`config.mk`:
```
export PLATFORM = sky130hd
export DESIGN_NAME = multicycle_ctrl
export DESIGN_NICKNAME = d
export VERILOG_FILES = /design/src/rtl/ctrl_pkg.sv /design/src/rtl/ctrl_outdec.sv /design/src/rtl/multicycle_ctrl.sv
export SDC_FILE = /design/constraint.sdc
export NUM_CORES = 1
export LEC_CHECK = 0
export ABC_AREA = 1
export ABC_CLOCK_PERIOD_IN_PS = 1200
export BUFFER_PORTS_ARGS = -buffer_cell sky130_fd_sc_hd__buf_2
export CAP_MARGIN = 20
export CORE_UTILIZATION = 39
export DETAILED_ROUTE_END_ITERATION = 6
export MAX_ROUTING_LAYER = met4
export PLACE_DENSITY_LB_ADDON = 0.3
export SYNTH_ARGS = -nofsm -noshare
export SYNTH_HDL_FRONTEND = slang
export SYNTH_SLANG_ARGS = --single-unit
```
`constraint.sdc`:
```
create_clock -name clk -period 1.2 [get_ports clk]
set_clock_uncertainty 0.05 [all_clocks]
set_input_delay 0.24 -clock clk [delete_from_list [all_inputs] [get_ports clk]]
set_output_delay 0.24 -clock clk [all_outputs]
set_load 0.01 [all_outputs]
```
`src/rtl/ctrl_pkg.sv`:
```
// rtl/ctrl_pkg.sv - state encoding, opcode/funct constants and control-word encodings for multicycle_ctrl
// ST_EXC exists only when OVERFLOW_EXC_EN is defined.
package ctrl_pkg;

    typedef enum logic [3:0] {
        ST_RESET      = 4'd0,
        ST_FETCH      = 4'd1,
        ST_FETCH_WAIT = 4'd2,
        ST_DECODE     = 4'd3,
        ST_EXEC_R     = 4'd4,
        ST_WB_R       = 4'd5,
        ST_EXEC_I     = 4'd6,
        ST_WB_I       = 4'd7,
        ST_ADDR       = 4'd8,
        ST_MEM_RD     = 4'd9,
        ST_MEM_WAIT   = 4'd10,
        ST_WB_LOAD    = 4'd11,
        ST_MEM_WR     = 4'd12,
        ST_BRANCH     = 4'd13,
        ST_JUMP       = 4'd14
`ifdef OVERFLOW_EXC_EN
        ,
        ST_EXC        = 4'd15
`endif
    } state_e;

    localparam logic [5:0] OP_RTYPE = 6'h00;
    localparam logic [5:0] OP_J     = 6'h02;
    localparam logic [5:0] OP_BEQ   = 6'h04;
    localparam logic [5:0] OP_ADDI  = 6'h08;
    localparam logic [5:0] OP_LW    = 6'h23;
    localparam logic [5:0] OP_SW    = 6'h2B;

    localparam logic [5:0] FN_ADD = 6'h20;
    localparam logic [5:0] FN_SUB = 6'h22;
    localparam logic [5:0] FN_AND = 6'h24;

    localparam logic [1:0] SRCA_PC  = 2'b00;
    localparam logic [1:0] SRCA_A   = 2'b01;
    localparam logic [1:0] SRCA_B   = 2'b10;
    // MDR operand is reserved; nothing in the base instruction set selects it.
    localparam logic [1:0] SRCA_MDR = 2'b11;

    localparam logic [1:0] SRCB_B      = 2'b00;
    localparam logic [1:0] SRCB_FOUR   = 2'b01;
    localparam logic [1:0] SRCB_IMM    = 2'b10;
    localparam logic [1:0] SRCB_IMM_SH = 2'b11;

    localparam logic [2:0] ALU_ADD  = 3'b000;
    localparam logic [2:0] ALU_SUB  = 3'b001;
    localparam logic [2:0] ALU_AND  = 3'b010;
    localparam logic [2:0] ALU_PASS = 3'b111;

    localparam logic [1:0] PCSRC_ALU    = 2'b00;
    localparam logic [1:0] PCSRC_ALUOUT = 2'b01;
    localparam logic [1:0] PCSRC_JUMP   = 2'b10;
    localparam logic [1:0] PCSRC_EXC    = 2'b11;

    typedef struct packed {
        logic [1:0] alu_src_a;
        logic [1:0] alu_src_b;
        logic [2:0] alu_op;
        logic [1:0] pc_source;
        logic       pc_write;
        logic       pc_write_cond;
        logic       iord;
        logic       mem_read;
        logic       mem_write;
        logic       ir_write;
        logic       reg_write;
        logic       mem_to_reg;
        logic       reg_dst;
        logic       epc_write;
    } ctrl_word_t;

    function automatic logic [2:0] funct_alu_op(input logic [5:0] funct);
        case (funct)
            FN_SUB:  return ALU_SUB;
            FN_AND:  return ALU_AND;
            default: return ALU_ADD;
        endcase
    endfunction

endpackage

```
`src/rtl/ctrl_outdec.sv`:
```
// rtl/ctrl_outdec.sv - decodes the registered state (and funct in EXEC_R) into the control word
// EPCWrite is only ever asserted when OVERFLOW_EXC_EN is defined.
module ctrl_outdec
    import ctrl_pkg::*;
(
    input  state_e     state_q,
    input  logic [5:0] funct,
    output ctrl_word_t ctrl
);

    always_comb begin
        ctrl = '0;
        case (state_q)
            ST_FETCH: begin
                ctrl.mem_read = 1'b1;
                ctrl.iord     = 1'b0;
            end
            ST_FETCH_WAIT: begin
                ctrl.ir_write  = 1'b1;
                ctrl.alu_src_a = SRCA_PC;
                ctrl.alu_src_b = SRCB_FOUR;
                ctrl.alu_op    = ALU_ADD;
                ctrl.pc_write  = 1'b1;
                ctrl.pc_source = PCSRC_ALU;
            end
            // Branch target is precomputed here while the opcode is dispatched.
            ST_DECODE: begin
                ctrl.alu_src_a = SRCA_PC;
                ctrl.alu_src_b = SRCB_IMM_SH;
                ctrl.alu_op    = ALU_ADD;
            end
            ST_EXEC_R: begin
                ctrl.alu_src_a = SRCA_A;
                ctrl.alu_src_b = SRCB_B;
                ctrl.alu_op    = funct_alu_op(funct);
            end
            ST_WB_R: begin
                ctrl.reg_write  = 1'b1;
                ctrl.reg_dst    = 1'b1;
                ctrl.mem_to_reg = 1'b0;
            end
            ST_EXEC_I, ST_ADDR: begin
                ctrl.alu_src_a = SRCA_A;
                ctrl.alu_src_b = SRCB_IMM;
                ctrl.alu_op    = ALU_ADD;
            end
            ST_WB_I: begin
                ctrl.reg_write = 1'b1;
                ctrl.reg_dst   = 1'b0;
            end
            ST_MEM_RD: begin
                ctrl.mem_read = 1'b1;
                ctrl.iord     = 1'b1;
            end
            ST_WB_LOAD: begin
                ctrl.reg_write  = 1'b1;
                ctrl.mem_to_reg = 1'b1;
                ctrl.reg_dst    = 1'b0;
            end
            ST_MEM_WR: begin
                ctrl.mem_write = 1'b1;
                ctrl.iord      = 1'b1;
            end
            // zero gates PCWriteCond in the PC datapath, not here.
            ST_BRANCH: begin
                ctrl.alu_src_a     = SRCA_A;
                ctrl.alu_src_b     = SRCB_B;
                ctrl.alu_op        = ALU_SUB;
                ctrl.pc_write_cond = 1'b1;
                ctrl.pc_source     = PCSRC_ALUOUT;
            end
            ST_JUMP: begin
                ctrl.pc_write  = 1'b1;
                ctrl.pc_source = PCSRC_JUMP;
            end
`ifdef OVERFLOW_EXC_EN
            ST_EXC: begin
                ctrl.alu_src_a = SRCA_PC;
                ctrl.alu_src_b = SRCB_FOUR;
                ctrl.alu_op    = ALU_SUB;
                ctrl.epc_write = 1'b1;
                ctrl.pc_write  = 1'b1;
                ctrl.pc_source = PCSRC_EXC;
            end
`endif
            default: ctrl = '0;
        endcase
    end

endmodule

```
`src/rtl/multicycle_ctrl.sv`:
```
// rtl/multicycle_ctrl.sv - multicycle CPU control FSM: state register and next-state logic
// OVERFLOW_EXC_EN adds the EXC state for overflow and unknown opcodes.
module multicycle_ctrl
    import ctrl_pkg::*;
(
    input  logic       clk,
    input  logic       reset,
    input  logic [5:0] opcode,
    input  logic [5:0] funct,
    input  logic       zero,
    input  logic       overflow,
    output logic [1:0] ALUSrcA,
    output logic [1:0] ALUSrcB,
    output logic [2:0] ALUOp,
    output logic       PCWrite,
    output logic       PCWriteCond,
    output logic       IorD,
    output logic       MemRead,
    output logic       MemWrite,
    output logic       IRWrite,
    output logic       RegWrite,
    output logic       MemToReg,
    output logic       RegDst,
    output logic       EPCWrite,
    output logic [1:0] PCSource,
    output logic [3:0] state
);

    state_e     state_q, state_d;
    logic       is_store_q, is_store_d;
    ctrl_word_t ctrl;

    // zero is consumed by the PC datapath; overflow only matters with exceptions enabled.
    logic unused_inputs;
    assign unused_inputs = zero ^ overflow;

    always_comb begin
        state_d    = state_q;
        is_store_d = is_store_q;
        case (state_q)
            ST_RESET:      state_d = ST_FETCH;
            ST_FETCH:      state_d = ST_FETCH_WAIT;
            ST_FETCH_WAIT: state_d = ST_DECODE;
            // Load/store choice is latched so ADDR never looks at opcode again.
            ST_DECODE: begin
                is_store_d = (opcode == OP_SW);
                case (opcode)
                    OP_RTYPE:     state_d = ST_EXEC_R;
                    OP_LW, OP_SW: state_d = ST_ADDR;
                    OP_BEQ:       state_d = ST_BRANCH;
                    OP_J:         state_d = ST_JUMP;
                    OP_ADDI:      state_d = ST_EXEC_I;
`ifdef OVERFLOW_EXC_EN
                    default:      state_d = ST_EXC;
`else
                    default:      state_d = ST_FETCH;
`endif
                endcase
            end
            ST_EXEC_R: begin
`ifdef OVERFLOW_EXC_EN
                if (overflow && (funct_alu_op(funct) != ALU_AND)) state_d = ST_EXC;
                else                                              state_d = ST_WB_R;
`else
                state_d = ST_WB_R;
`endif
            end
            ST_EXEC_I: begin
`ifdef OVERFLOW_EXC_EN
                state_d = overflow ? ST_EXC : ST_WB_I;
`else
                state_d = ST_WB_I;
`endif
            end
            ST_ADDR:     state_d = is_store_q ? ST_MEM_WR : ST_MEM_RD;
            ST_MEM_RD:   state_d = ST_MEM_WAIT;
            ST_MEM_WAIT: state_d = ST_WB_LOAD;
            default:     state_d = ST_FETCH;
        endcase
    end

    always_ff @(posedge clk or posedge reset) begin
        if (reset) begin
            state_q    <= ST_RESET;
            is_store_q <= 1'b0;
        end else begin
            state_q    <= state_d;
            is_store_q <= is_store_d;
        end
    end

    ctrl_outdec u_outdec (
        .state_q (state_q),
        .funct   (funct),
        .ctrl    (ctrl)
    );

    assign ALUSrcA     = ctrl.alu_src_a;
    assign ALUSrcB     = ctrl.alu_src_b;
    assign ALUOp       = ctrl.alu_op;
    assign PCWrite     = ctrl.pc_write;
    assign PCWriteCond = ctrl.pc_write_cond;
    assign IorD        = ctrl.iord;
    assign MemRead     = ctrl.mem_read;
    assign MemWrite    = ctrl.mem_write;
    assign IRWrite     = ctrl.ir_write;
    assign RegWrite    = ctrl.reg_write;
    assign MemToReg    = ctrl.mem_to_reg;
    assign RegDst      = ctrl.reg_dst;
    assign EPCWrite    = ctrl.epc_write;
    assign PCSource    = ctrl.pc_source;
    assign state       = state_q;

endmodule

```
==> qor.txt <==
Avg Cell Area, Syn = 5.86 um2
Worst-path cell with the longest stage delay = dfrtp_2
Failing checks = negative setup slack
Clock Tree Buf Depth = 2
Final wirelength = 1.93 mm
Clock Latency Late Sink = 0.24 ns
Final Util = 80.0%
Row count = 13
Die H = 39.8 um
Final Wtd Congestion = 0.859
Fmax = 614 MHz
Clock transition at path regs = 0.05 ns
Worst Reg-to-Reg Cells = 7
Final Instance Area = 0.00105 mm2
CP max stage delay = 0.44 ns
Root buffer cell = clkbuf_4
First-pass GRT wire length = 2.42 mm
Die Width = 39.8 um
Port bufs = 33
Cell Count, Final, Fillers Out = 164
Core Region = 0.00132 mm2
Critical path type = flip-flop to output port
R2R Setup Slk = -0.10 ns
Pwr Total = 2.05 mW
Final Critical Period = 1.63 ns
Hold path depth = 3
Place WS = -0.177 ns
RSZ-0062 raised after global routing = yes
Num CTS Buffers = 3
Syn Inst Count = 95
Worst r2r src = state[3]
Yosys reg bits = 5
Vias in the first global route = 623
Dpl cells = 157
Status = complete, but fails checks
Vias/cell = 4.98
PD cells = 1950 mW/mm2
YS warnings = 0
CP cell instances = nand2_1 -> nor2_4 -> inv_2 -> nand3_1 -> buf_2
Critical path arrival = 1.34 ns
Largest net degree at the start of global routing = 6
Crit path launch = state[3]
Worst hold margin = 0.301 ns
HP Start = opcode[3]
Net count, final = 166
Dpl hpwl = 1.35 mm
Hold WC Path Type = primary input to flip-flop
CTS tree = built
Startpoint Class = flip-flop
Synth Cell Area = 557 um2
1st-pass router iterations = 4
Yosys cell types = 22
CP Capture Type = output port
Starting utilization of the core area = 42.3%
Clock sink count = 5
Reg-to-reg endpoint = state[0]
Max Cap Viol = 0
Crit-path max FO = 5
Setup TNS = -6.06 ns
Fillers = 92
Routed length per instance = 11.8 um
Max IR drop VDD = 1400 uV
Htree depth = 1
Drt drc = 0
Max-slew violation total from the final report = 0
Final hold violations = 0
Iter 0 DRT Violations = 11
Area post-placement = 876 um2
Ports = 39
Worst setup margin = -0.429 ns
Final setup viols = 23
Vias = 817
Die area = 0.00158 mm2
Crit share post-route = 136%
Share of layout cells above drive strength 1 = 57.0%
Overflow after GRT = 0
Final ANT Viol Nets = 0
Layout area overhead = 89.2%
Seq/Total Area, Yosys = 22.5%
Worst endpoint required time = 0.91 ns
Initial antenna violation count = 0
Worst Hold Path EP = is_store_q
LEAKAGE = 0.611 nW
Diode count = 0
GR Util All Layers = 23.4%
## cells in the mapped netlist
master,count,share of area [%]
nor2_1,19,13
buf_4,4,5.4
inv_2,3,2.0
nor4_1,1,1.1
clkinv_1,1,0.67
nand3_2,1,1.8
inv_1,15,10
nand4_1,4,4.5
nand2_4,1,2.0
nand2_2,3,3.4
o21ai_0,1,0.90
nor2_4,1,2.0
o211ai_1,1,1.3
conb_1,1,0.67
dfrtp_1,5,22
nand3_1,13,12
nor2_2,2,2.2
a21oi_1,1,0.90
o22ai_1,2,2.2
nand2_1,14,9.4
o31ai_1,1,1.3
o21ai_1,1,0.90
## what timing repair did
action / in CTS / in global routing
pin swaps: 2 / 6
cloned: 0 / 0
endpoints found under the hold margin: 5 / 0
setup endpoints to repair: 24 / 24
gates resized for setup: 19 / 14
hold buffers: 1 / 0
setup buffers: 3 / 2
## where the power goes
part	leakage (nW)	total, mW	internal (mW)	switching, mW
sequential	0.0590	0.329	0.228	0.100
clock	0.0150	0.192	0.126	0.0663
combinational	0.537	1.53	0.750	0.780
total	0.611	2.05	1.10	0.946
## metal layers
metal | track usage (%) | vias up | share of wire (%)
met1 | 23.6 | 374 | 41
met4 | 5.17 | 0 | 0.47
met5 | - | - | 0
met2 | 46.3 | 33 | 56
li1 | - | 408 | -
met3 | 3.41 | 2 | 3.0
## worst max path at each step
stage	endpoint	depth (start not counted)	slack, ns
final	ALUSrcA[0]	5	-0.43
after detailed placement	ALUOp[1]	4	-0.18
after global placement	ALUOp[1]	4	-0.15
after floorplan	ALUOp[1]	3	-0.09
after global routing	IRWrite	4	-0.48
after CTS	ALUSrcB[1]	6	-0.36
## area by class of cell
class	count	area (um2)	share of cell area, %
Multi-Input combinational cell	69	435	41.3
Timing Repair Buffer	52	365	34.7
Sequential cell	5	130	12.4
Inverter	19	77.6	7.36
Clock buffer	4	26.3	2.49
Tap cell	15	18.8	1.78
## registers in the layout, summed over array words and instances, names as in the netlist
name        flops
is_store_q      1
state           4
## worst max-delay path: cells and delay by family, from the launching register on
family	cells	cell delay, ns
simple gates	3	0.47
flops	1	0.44
buf+inv	2	0.19
## placed cells by master, fill, tap and decap left out
| cell type | count |
|---|---|
| a21oi_2 | 1 |
| buf_2 | 29 |
| buf_4 | 10 |
| buf_6 | 12 |
| clkbuf_1 | 1 |
| clkbuf_4 | 3 |
| clkinv_2 | 1 |
| conb_1 | 3 |
| dfrtp_1 | 1 |
| dfrtp_2 | 4 |
| dlygate4sd3_1 | 1 |
| inv_1 | 13 |
| inv_2 | 3 |
| inv_4 | 2 |
| nand2_1 | 11 |
| nand2_2 | 4 |
| nand2_4 | 3 |
| nand3_1 | 11 |
| nand3_2 | 2 |
| nand3_4 | 1 |
| nand4_1 | 4 |
| nor2_1 | 16 |
| nor2_2 | 1 |
| nor2_4 | 5 |
| nor4_4 | 1 |
| o211ai_1 | 1 |
| o21ai_0 | 1 |
| o21ai_2 | 1 |
| o22ai_2 | 2 |
| o31ai_1 | 1 |
## logic make-up after synthesis
family	after synthesis	share of synthesized area [%]
and+or+nand+nor	59	51.0
buffers and inverters	23	18.2
AOI/OAI and AO/OA	7	7.64
DFF	5	22.5
other	1	0.674
Note: power is estimated with default switching activity, not from simulation.
